<file path="src/rtl/seq_core_v2_if.sv">
// Block-RAM port bundle for seq_core_v2: port A writes, port B reads with one-cycle latency.
// Latency: dob is valid the cycle after enb/addrb. Backpressure: none, the RAM always accepts.
interface seq_core_v2_if #(
  parameter int DATA_W = 16,
  parameter int ADDR_W = 10
);
  logic              ena;
  logic              wea;
  logic [ADDR_W-1:0] addra;
  logic [DATA_W-1:0] dia;
  logic              enb;
  logic [ADDR_W-1:0] addrb;
  logic [DATA_W-1:0] dob;

  modport master (output ena, wea, addra, dia, enb, addrb, input dob);
  modport slave  (input ena, wea, addra, dia, enb, addrb, output dob);
endinterface

</file>
<file path="src/rtl/seq_core_v2.sv">
// Multi-cycle fetch/decode/execute core over a dual-port block RAM. The SEQ_CORE_V2_JZ_EN macro enables op 7 (JZ).
// Latency: 5 cycles per instruction, 7 for RAM2REG. Backpressure: none, the RAM never stalls the core.
module seq_core_v2 #(
  parameter int          DATA_W   = 16,
  parameter int          ADDR_W   = 10,
  parameter int          REG_N    = 32,
  parameter int unsigned RESET_PC = 0
) (
  input  logic              clk,
  input  logic              rst,
  seq_core_v2_if.master     ram,
  output logic [ADDR_W-1:0] pc,
  output logic              retire,
  output logic              illegal_op,
  output logic              halted
);

  localparam int RIDX_W = (REG_N > 1) ? $clog2(REG_N) : 1;

  localparam logic [7:0] OP_NOP     = 8'd0;
  localparam logic [7:0] OP_JMP     = 8'd1;
  localparam logic [7:0] OP_RAM2REG = 8'd2;
  localparam logic [7:0] OP_REG2RAM = 8'd3;
  localparam logic [7:0] OP_IMM2REG = 8'd4;
  localparam logic [7:0] OP_ADD     = 8'd5;
  localparam logic [7:0] OP_HALT    = 8'd6;
`ifdef SEQ_CORE_V2_JZ_EN
  localparam logic [7:0] OP_JZ      = 8'd7;
`endif

  typedef enum logic [2:0] {
    S_F0, S_W0, S_F1, S_W1, S_EX, S_MR, S_MW, S_HLT
  } state_t;

  state_t state, nxt;

  logic [15:0]       word0;
  logic [DATA_W-1:0] word1;
  logic [DATA_W-1:0] rf [REG_N];

  logic [7:0]        op;
  logic [7:0]        rsel;
  logic [7:0]        bsel;
  logic [RIDX_W-1:0] rdx;
  logic [RIDX_W-1:0] bdx;
  logic              r_ok;
  logic              b_ok;
  logic              bad;
  logic [DATA_W-1:0] r_val;
  logic [DATA_W-1:0] b_val;
  logic [ADDR_W-1:0] target;

  assign op     = word0[15:8];
  assign rsel   = word0[7:0];
  assign bsel   = word1[7:0];
  assign rdx    = rsel[RIDX_W-1:0];
  assign bdx    = bsel[RIDX_W-1:0];
  assign r_ok   = {1'b0, rsel} < 9'(REG_N);
  assign b_ok   = {1'b0, bsel} < 9'(REG_N);
  assign r_val  = rf[rdx];
  assign b_val  = rf[bdx];
  assign target = word1[ADDR_W-1:0];

  // A bad register index makes any op illegal, even ones that ignore r.
  always_comb begin
    bad = 1'b0;
    case (op)
      OP_NOP, OP_JMP, OP_RAM2REG, OP_REG2RAM,
      OP_IMM2REG, OP_HALT:        bad = !r_ok;
      OP_ADD:                     bad = !r_ok || !b_ok;
`ifdef SEQ_CORE_V2_JZ_EN
      OP_JZ:                      bad = !r_ok;
`endif
      default:                    bad = 1'b1;
    endcase
  end

  always_ff @(posedge clk) begin
    if (rst) state <= S_F0;
    else     state <= nxt;
  end

  always_comb begin
    nxt = state;
    case (state)
      S_F0:  nxt = S_W0;
      S_W0:  nxt = S_F1;
      S_F1:  nxt = S_W1;
      S_W1:  nxt = S_EX;
      S_EX: begin
        if (bad)                    nxt = S_F0;
        else if (op == OP_RAM2REG)  nxt = S_MR;
        else if (op == OP_HALT)     nxt = S_HLT;
        else                        nxt = S_F0;
      end
      S_MR:  nxt = S_MW;
      S_MW:  nxt = S_F0;
      S_HLT: nxt = S_HLT;
      default: nxt = S_F0;
    endcase
  end

  // Outputs are forced low while rst is asserted so the RAM sees no access during reset.
  always_comb begin
    ram.ena    = 1'b0;
    ram.wea    = 1'b0;
    ram.addra  = '0;
    ram.dia    = '0;
    ram.enb    = 1'b0;
    ram.addrb  = '0;
    retire     = 1'b0;
    illegal_op = 1'b0;
    if (!rst) begin
      case (state)
        S_F0, S_F1: begin
          ram.enb   = 1'b1;
          ram.addrb = pc;
        end
        S_EX: begin
          retire     = bad || (op != OP_RAM2REG);
          illegal_op = bad;
          if (!bad && op == OP_REG2RAM) begin
            ram.ena   = 1'b1;
            ram.wea   = 1'b1;
            ram.addra = target;
            ram.dia   = r_val;
          end
        end
        S_MR: begin
          ram.enb   = 1'b1;
          ram.addrb = target;
        end
        S_MW:    retire = 1'b1;
        default: ;
      endcase
    end
  end

  always_ff @(posedge clk) begin
    if (rst) begin
      pc     <= ADDR_W'(RESET_PC);
      word0  <= '0;
      word1  <= '0;
      halted <= 1'b0;
    end else begin
      case (state)
        S_W0: begin
          word0 <= ram.dob[15:0];
          pc    <= pc + 1'b1;
        end
        S_W1: begin
          word1 <= ram.dob;
          pc    <= pc + 1'b1;
        end
        S_EX: begin
          if (!bad) begin
            if (op == OP_JMP)  pc     <= target;
            if (op == OP_HALT) halted <= 1'b1;
`ifdef SEQ_CORE_V2_JZ_EN
            if (op == OP_JZ && r_val == '0) pc <= target;
`endif
          end
        end
        default: ;
      endcase
    end
  end

  always_ff @(posedge clk) begin
    if (rst) begin
      for (int i = 0; i < REG_N; i++) rf[i] <= '0;
    end else if (state == S_EX && !bad) begin
      if (op == OP_IMM2REG) rf[rdx] <= word1;
      if (op == OP_ADD)     rf[rdx] <= r_val + b_val;
    end else if (state == S_MW) begin
      rf[rdx] <= ram.dob;
    end
  end

endmodule

</file>
<file path="src/flat_wrapper.sv">
// flat-port wrapper written by rule: the top's interface ports become plain ports
module seq_core_v2_flat 
#(
  parameter int          DATA_W   = 16,
  parameter int          ADDR_W   = 10,
  parameter int          REG_N    = 32,
  parameter int unsigned RESET_PC = 0
)
  (clk, rst, pc, retire, illegal_op, halted, ram_ena, ram_wea, ram_addra, ram_dia, ram_enb, ram_addrb, ram_dob);
  seq_core_v2_if #(.DATA_W(DATA_W), .ADDR_W(ADDR_W)) ram_i ();
  input  logic clk;
  input  logic rst;
  output logic [ADDR_W-1:0] pc;
  output logic retire;
  output logic illegal_op;
  output logic halted;
  output wire logic [$bits(ram_i.ena)-1:0] ram_ena;
  output wire logic [$bits(ram_i.wea)-1:0] ram_wea;
  output wire logic [$bits(ram_i.addra)-1:0] ram_addra;
  output wire logic [$bits(ram_i.dia)-1:0] ram_dia;
  output wire logic [$bits(ram_i.enb)-1:0] ram_enb;
  output wire logic [$bits(ram_i.addrb)-1:0] ram_addrb;
  input wire logic [$bits(ram_i.dob)-1:0] ram_dob;
  assign ram_ena = ram_i.ena;
  assign ram_wea = ram_i.wea;
  assign ram_addra = ram_i.addra;
  assign ram_dia = ram_i.dia;
  assign ram_enb = ram_i.enb;
  assign ram_addrb = ram_i.addrb;
  assign ram_i.dob = ram_dob;
  seq_core_v2 #(.DATA_W(DATA_W), .ADDR_W(ADDR_W), .REG_N(REG_N), .RESET_PC(RESET_PC)) u_core (.clk(clk), .rst(rst), .ram(ram_i), .pc(pc), .retire(retire), .illegal_op(illegal_op), .halted(halted));
endmodule
</file>
<file path="config.mk">
export PLATFORM = sky130hd
export DESIGN_NAME = seq_core_v2_flat
export DESIGN_NICKNAME = d
export VERILOG_FILES = /design/src/rtl/seq_core_v2_if.sv /design/src/rtl/seq_core_v2.sv /design/src/flat_wrapper.sv
export SDC_FILE = /design/constraint.sdc
export NUM_CORES = 1
export LEC_CHECK = 0
export ABC_AREA = 1
export CELL_PAD_IN_SITES_DETAIL_PLACEMENT = 1
export CELL_PAD_IN_SITES_GLOBAL_PLACEMENT = 2
export CORE_MARGIN = 8
export CORE_UTILIZATION = 40
export CTS_CLUSTER_DIAMETER = 30
export DETAILED_ROUTE_END_ITERATION = 7
export PLACE_DENSITY = 0.93
export SLEW_MARGIN = 15
export SYNTH_ARGS = -nofsm -noshare
export SYNTH_HDL_FRONTEND = slang
export SYNTH_SLANG_ARGS = --single-unit
</file>
<file path="constraint.sdc">
create_clock -name clk -period 5.9 [get_ports clk]
set_clock_uncertainty 0.2 [all_clocks]
set_input_delay 1.475 -clock clk [delete_from_list [all_inputs] [get_ports clk]]
set_output_delay 1.475 -clock clk [all_outputs]
set_load 0.05 [all_outputs]
</file>
# == After elaboration in Yosys (flattened, before gate mapping) ==
# Memories as Yosys holds them, arrays and structs flattened. A register that Yosys moved wholly into a read port is not among the register bits.
# Index checks and enable logic that the tools add are counted.
# classes
add_sub_neg,2
order_cmp,2
n_eq_ne,16
muxes,48
n_bitwise,3
n_reduce_logical,17
# op_table
cell,n
16-bit two-way mux,6
10-bit two-way mux,6
10-bit case mux with 2 select lines,2
5-bit two-way mux,5
8-bit by 3-bit == test with 1-bit output (second input constant),3
3-bit case mux with 8 select lines,1
1-bit two-way mux,23
16-bit adder,1
8-bit by 2-bit == test with 1-bit output (second input constant),2
8-bit by 6-bit less-than comparator with 1-bit output (second input constant),2
16-bit OR reduction,1
3-bit == test (second input constant),4
10-bit by 1-bit adder with 10-bit output (second input constant),1
3-bit two-way mux,3
8-bit by 1-bit == test with 1-bit output (second input constant),1
8-bit logical NOT,1
8-bit by 2-bit inequality test with 1-bit output (second input constant),1
3-bit by 2-bit == test with 1-bit output (second input constant),2
3-bit AND reduction,2
6-bit OR reduction,1
1-bit case mux with 2 select lines,2
2-bit OR reduction,2
3-bit by 1-bit == test with 1-bit output (second input constant),1
1-bit logical NOT,3
other kinds (9),12
# totals
regBits,46
ram_bits,512
input_bits,18
output_inout_bits,52
elab_cells,94
memories,1
# memory_table
name,words,width,rd,rd_clocked_by_memory_dff,wr,line,text
u_core.rf,32,16,2,2,32,seq_core_v2.sv:39,logic [DATA_W-1:0] rf [REG_N];

# == Longest topological paths before layout ==
# logic_depth
ltp_word,13
mapped_depth,25
mapped_depth_nobuf,20

# == Worst setup path before layout ==
# OpenSTA, ideal clock, no wires.
# synth_timing
kind,input -> output
from,in rst
to,out ram_dia[10]
arrival_ns,4.444
required_time_ns,4.225
slack_ns,-0.219
path_stages,6
path_buffers,1
path_cell_list,nor2_1 > inv_1 > nor3_1 > clkinv_1 > clkbuf_1 > a21oi_1
# synth_between
elab_chain_cells,1
# synth_lines
element,line,text
start: declaration,flat_wrapper.sv:12,input logic rst;
16-bit two-way mux,seq_core_v2.sv:113,if (!rst) begin
end: declaration,flat_wrapper.sv:20,output wire logic [$bits(ram_i.dia)-1:0] ram_dia;
# No other way between the ends.

==> impl_results.rst <==
.. list-table::
   :header-rows: 1

   * - Metric
     - Value
   * - Outcome
     - completed
   * - Post-DR wirelength/cell
     - between 20 and 30 um
   * - Final setup violation count
     - 0
   * - Fin Setup TNS
     - 0 ps
   * - Maximum frequency from static timing analysis
     - around 0.18 GHz
   * - Count of mapped cells out of synthesis
     - between 3000 and 4000
   * - Maximum vdd ir drop
     - approximately 290 uV
   * - Proportion of synthesized chip area in sequential cells
     - around 52%
   * - Static Leakage
     - approximately 0.013 uW
   * - Worst Hold Path Cells
     - 2
   * - Half-perimeter wire length after placement
     - 85900 um
   * - Net count after synthesis
     - 3617
   * - Count of standard-cell rows
     - a little over 100
   * - Kind of critical path
     - reg2out
   * - Worst setup EP type
     - output pin
   * - Number of synthesized register bits
     - approximately 570
   * - DR iter-0 viols
     - 3658
   * - Number of detailed-routing iterations run before antenna repair
     - 6
   * - Wire length of the first global-routing pass
     - approximately 210000 um
   * - Clock period minus final worst setup slack
     - roughly 5600 ps
   * - Critical path launch point type
     - flip-flop
   * - Top flip-flop cell by instance count after synthesis
     - sky130_fd_sc_hd__edfxtp_1
   * - Hold_buf cts
     - 0
   * - Via count
     - about 30000
   * - Largest fanout on the critical path
     - approximately 130
   * - Filler cells
     - 8869
   * - Path class of the lowest-slack min-delay path
     - reg2reg
   * - Starting utilization of the core area
     - between 40% and 50%
   * - Layout Nets
     - ~3600
   * - Count of boundary I/O pins
     - 70
   * - Post-cts sizing count
     - 0
   * - Count of endpoints failing hold in the final timing report
     - 0
   * - Global routing usage summed across all routing layers
     - between 30% and 40%
   * - Max-slew violations
     - 0
   * - Total CTS buffers
     - around 130
   * - Core Footprint
     - 78700 um2
   * - Die outline area
     - about 90000 um2
   * - CP max stage delay
     - about 500 ps
   * - Final instance area
     - ~38000 um2
   * - Register-to-register path setup slack
     - 660 ps
   * - Portion of the clock cycle consumed by the worst path in the final layout
     - a little over nine tenths
   * - Required arrival time at the worst endpoint
     - 4220 ps
   * - Routability Congestion
     - between 0.9 and 1
   * - Total congestion overflow after global routing
     - 0
   * - Critical register-to-register path endpoint
     - u_core.rf[13][10]$_SDFFCE_PN0P_
   * - Worst path cell trace
     - inv_8, buf_4, nand2_1, nand3_1, nand3_1, nand2_1, nand2_1, nand3_1, nand2_1, nor2_1, buf_12
   * - Die Y-Extent
     - 298 um
   * - Syn Area/Cell
     - 8.85 um2
   * - Capture endpoint of the worst hold path
     - u_core.halted$_SDFFE_PP0P_
   * - Clock tree from TritonCTS
     - built
   * - Largest delay share family, worst path
     - simple AND/OR/NAND/NOR gates
   * - Max-cap violations
     - 0
   * - Startpoint of the worst hold path
     - u_core.halted$_SDFFE_PP0P_
   * - Port Buffers
     - 69
   * - Count of yosys warnings during synthesis
     - 0
   * - Largest net degree at the start of global routing
     - approximately 130
   * - Placed cell areas
     - roughly 34000 um2
   * - Root Buffer
     - sky130_fd_sc_hd__clkbuf_16
   * - Fraction of registers with async set/reset
     - 0%
   * - Reg clk slew, reported paths
     - around 40 ps
   * - Remaining antenna violation count
     - 0
   * - Worst slew pin tran
     - between 1000 and 1500 ps
   * - Ratio of cells with drive above 1 in the final layout
     - roughly 15%
   * - Worst reg2reg path depth
     - 18
   * - Antenna violations before repair
     - 4
   * - Power per cell area
     - roughly 400 nW/um2
   * - Total number of H-tree levels
     - 4
   * - DRC violation count after routing
     - 0
   * - Clock buffer depth
     - 3
   * - Remaining max-slew budget at the tightest pin
     - 31.6%
   * - Latest clock arrival within the worst-skew pair
     - 730 ps
   * - Synthesized area
     - 31700 um2
   * - Wirelength, routed
     - between 100000 and 150000 um
   * - Die span in x
     - roughly 300 um
   * - Bufs and invs on worst path
     - 3
   * - Cell with the most instances on the worst path
     - sky130_fd_sc_hd__nand2_1
   * - Setup repair after global routing missed its margin
     - no
   * - Vias per inst
     - about 6.5
   * - Setup bufs post-CTS
     - 0
   * - Layout Area Growth over Synthesis
     - 20.7%
   * - Slowest cell on the critical path
     - sky130_fd_sc_hd__inv_8
   * - Vias in the first global route
     - around 32000
   * - Number of enable-type register cells in the synthesized netlist
     - ~510
   * - Number of distinct library cells after synthesis
     - 49
   * - Sinks on the clock net
     - between 500 and 600
   * - Data arrival time of the critical path
     - roughly 3900 ps
==> worst max path at each step <==
stage	slack (ps)	startpoint	depth (start not counted)	end
2_1_floorplan	390	rst	6	ram_dia[10]
3_3_place_gp	880	rst	5	ram_ena
3_5_place_dp	810	flip-flop	18	u_core.rf[0][10]$_SDFFCE_PN0P_
4_1_cts	470	flip-flop	11	ram_dia[15]
5_1_grt	290	flip-flop	11	ram_dia[15]
6_report	330	flip-flop	11	ram_dia[15]
==> cells in the final DEF (no fill, tap or decap), types with 16 or more instances in the layout <==
cell and count:
sky130_fd_sc_hd__buf_12 44, sky130_fd_sc_hd__a31oi_1 19, sky130_fd_sc_hd__clkdlybuf4s50_1 42, sky130_fd_sc_hd__nor2_2 74, sky130_fd_sc_hd__clkinv_1 16, sky130_fd_sc_hd__dfxtp_1 50
sky130_fd_sc_hd__clkinv_2 21, sky130_fd_sc_hd__o21ai_0 564, sky130_fd_sc_hd__nand3_1 148, sky130_fd_sc_hd__nand2_1 297, sky130_fd_sc_hd__buf_4 151, sky130_fd_sc_hd__a21oi_1 299
sky130_fd_sc_hd__clkbuf_16 131, sky130_fd_sc_hd__nor2_1 813, sky130_fd_sc_hd__inv_1 75, sky130_fd_sc_hd__ha_1 16, sky130_fd_sc_hd__o22ai_1 43, sky130_fd_sc_hd__edfxtp_1 512
sky130_fd_sc_hd__o221ai_1 182, sky130_fd_sc_hd__nand3_4 31
==> registers in the layout, summed over array words and instances, names as in the netlist, named ones only <==
name / flops
u_core.pc: 10
u_core.word0: 16
u_core.state: 3
u_core.halted: 1
u_core.rf: 512
u_core.word1: 16
==> worst register-to-register path: stages, from the launching register on <==
cell and delay [ps]:
sky130_fd_sc_hd__dfxtp_4 530, sky130_fd_sc_hd__buf_4 640, sky130_fd_sc_hd__o21ai_0 220, sky130_fd_sc_hd__o221ai_1 270
sky130_fd_sc_hd__nand3_1 300, sky130_fd_sc_hd__a32oi_1 420, sky130_fd_sc_hd__ha_1 280, sky130_fd_sc_hd__inv_1 80
sky130_fd_sc_hd__fa_1 450, sky130_fd_sc_hd__nand3b_1 180, sky130_fd_sc_hd__nand2_1 140, sky130_fd_sc_hd__a21boi_0 170
sky130_fd_sc_hd__o21ai_0 310, sky130_fd_sc_hd__nand2_1 80, sky130_fd_sc_hd__nand2_1 100, sky130_fd_sc_hd__xor2_1 80
sky130_fd_sc_hd__o21ai_2 170, sky130_fd_sc_hd__buf_12 230, sky130_fd_sc_hd__a21oi_1 120
==> Yosys cell counts (all sizes together) (2+ instances only) <==
master | n | area share, %
a32oi | 12 | 0.33
a31oi | 19 | 0.37
nand4 | 7 | 0.16
mux2i | 2 | 0.063
a22oi | 13 | 0.32
a21oi | 300 | 4.8
a21boi | 3 | 0.071
o21ai | 568 | 9.0
clkinv | 5 | 0.059
buf | 130 | 2.8
ha | 16 | 0.63
o211ai | 4 | 0.095
xor2 | 7 | 0.19
inv | 88 | 1.0
edfxtp | 512 | 48
nand3 | 181 | 4.1
nor3 | 16 | 0.28
dfxtp | 56 | 3.5
o221ai | 182 | 5.0
nand2 | 298 | 3.6
xnor2 | 4 | 0.11
o22ai | 43 | 0.85
a32o | 8 | 0.25
a21o | 3 | 0.071
clkbuf | 209 | 2.5
nor2 | 888 | 11
==> cell families (layout without fill, tap and decap cells) <==
kind of cell	Yosys count	count (layout)	synth area share, %
DFF	568	568	52.0
AOI/OAI and AO/OA	1159	1159	21.3
buffers and inverters	432	564	6.34
other	0	4	0
xor gates and xnor gates	11	11	0.304
adders and majority gates	17	17	0.694
muxes	2	2	0.0631
and+or+nand+nor	1393	1393	19.3
==> metal layers <==
layer	GRT usage, %	vias to the layer above	part of all wire, %
met4	18.4	4	6.4
li1	-	13000	-
met1	36.9	15400	37
met2	47.3	2050	45
met5	0	-	0.019
met3	9.10	512	12
==> where the power goes <==
| group | switching [uW] | total, uW | leakage [uW] | internal, uW |
|---|---|---|---|---|
| Sequential | 145 | 4710 | 0.00575 | 4570 |
| Clock | 2520 | 7230 | 0.00212 | 4710 |
| Combinational | 2790 | 3770 | 0.00551 | 981 |
| Total | 5460 | 15700 | 0.0134 | 10300 |
==> metrics by stage <==
stage,cells,hold WS (ps),util (%),worst slack [ps],total power (uW)
floorplan,3582,229,-,391,6830
global placement,4530,242,43.0,884,8310
detailed placement,4530,253,43.0,809,8360
CTS,4764,258,48.6,473,15600
global route,4764,305,48.6,286,16100
finish,4768,256,48.6,334,15700
==> layout make-up <==
cell class,instances,area (um2),share of cell area [%]
well taps,1050,1310,3.43
flip-flops and latches,568,16500,43.2
multi-input cells,2582,13300,34.7
inverters,93,369,0.965
clock inverters,89,1000,2.62
repair buffers,237,2430,6.36
clock buffers,145,3360,8.78
diodes,4,10.0,0.0262
Power figures use the tool's default switching activity.
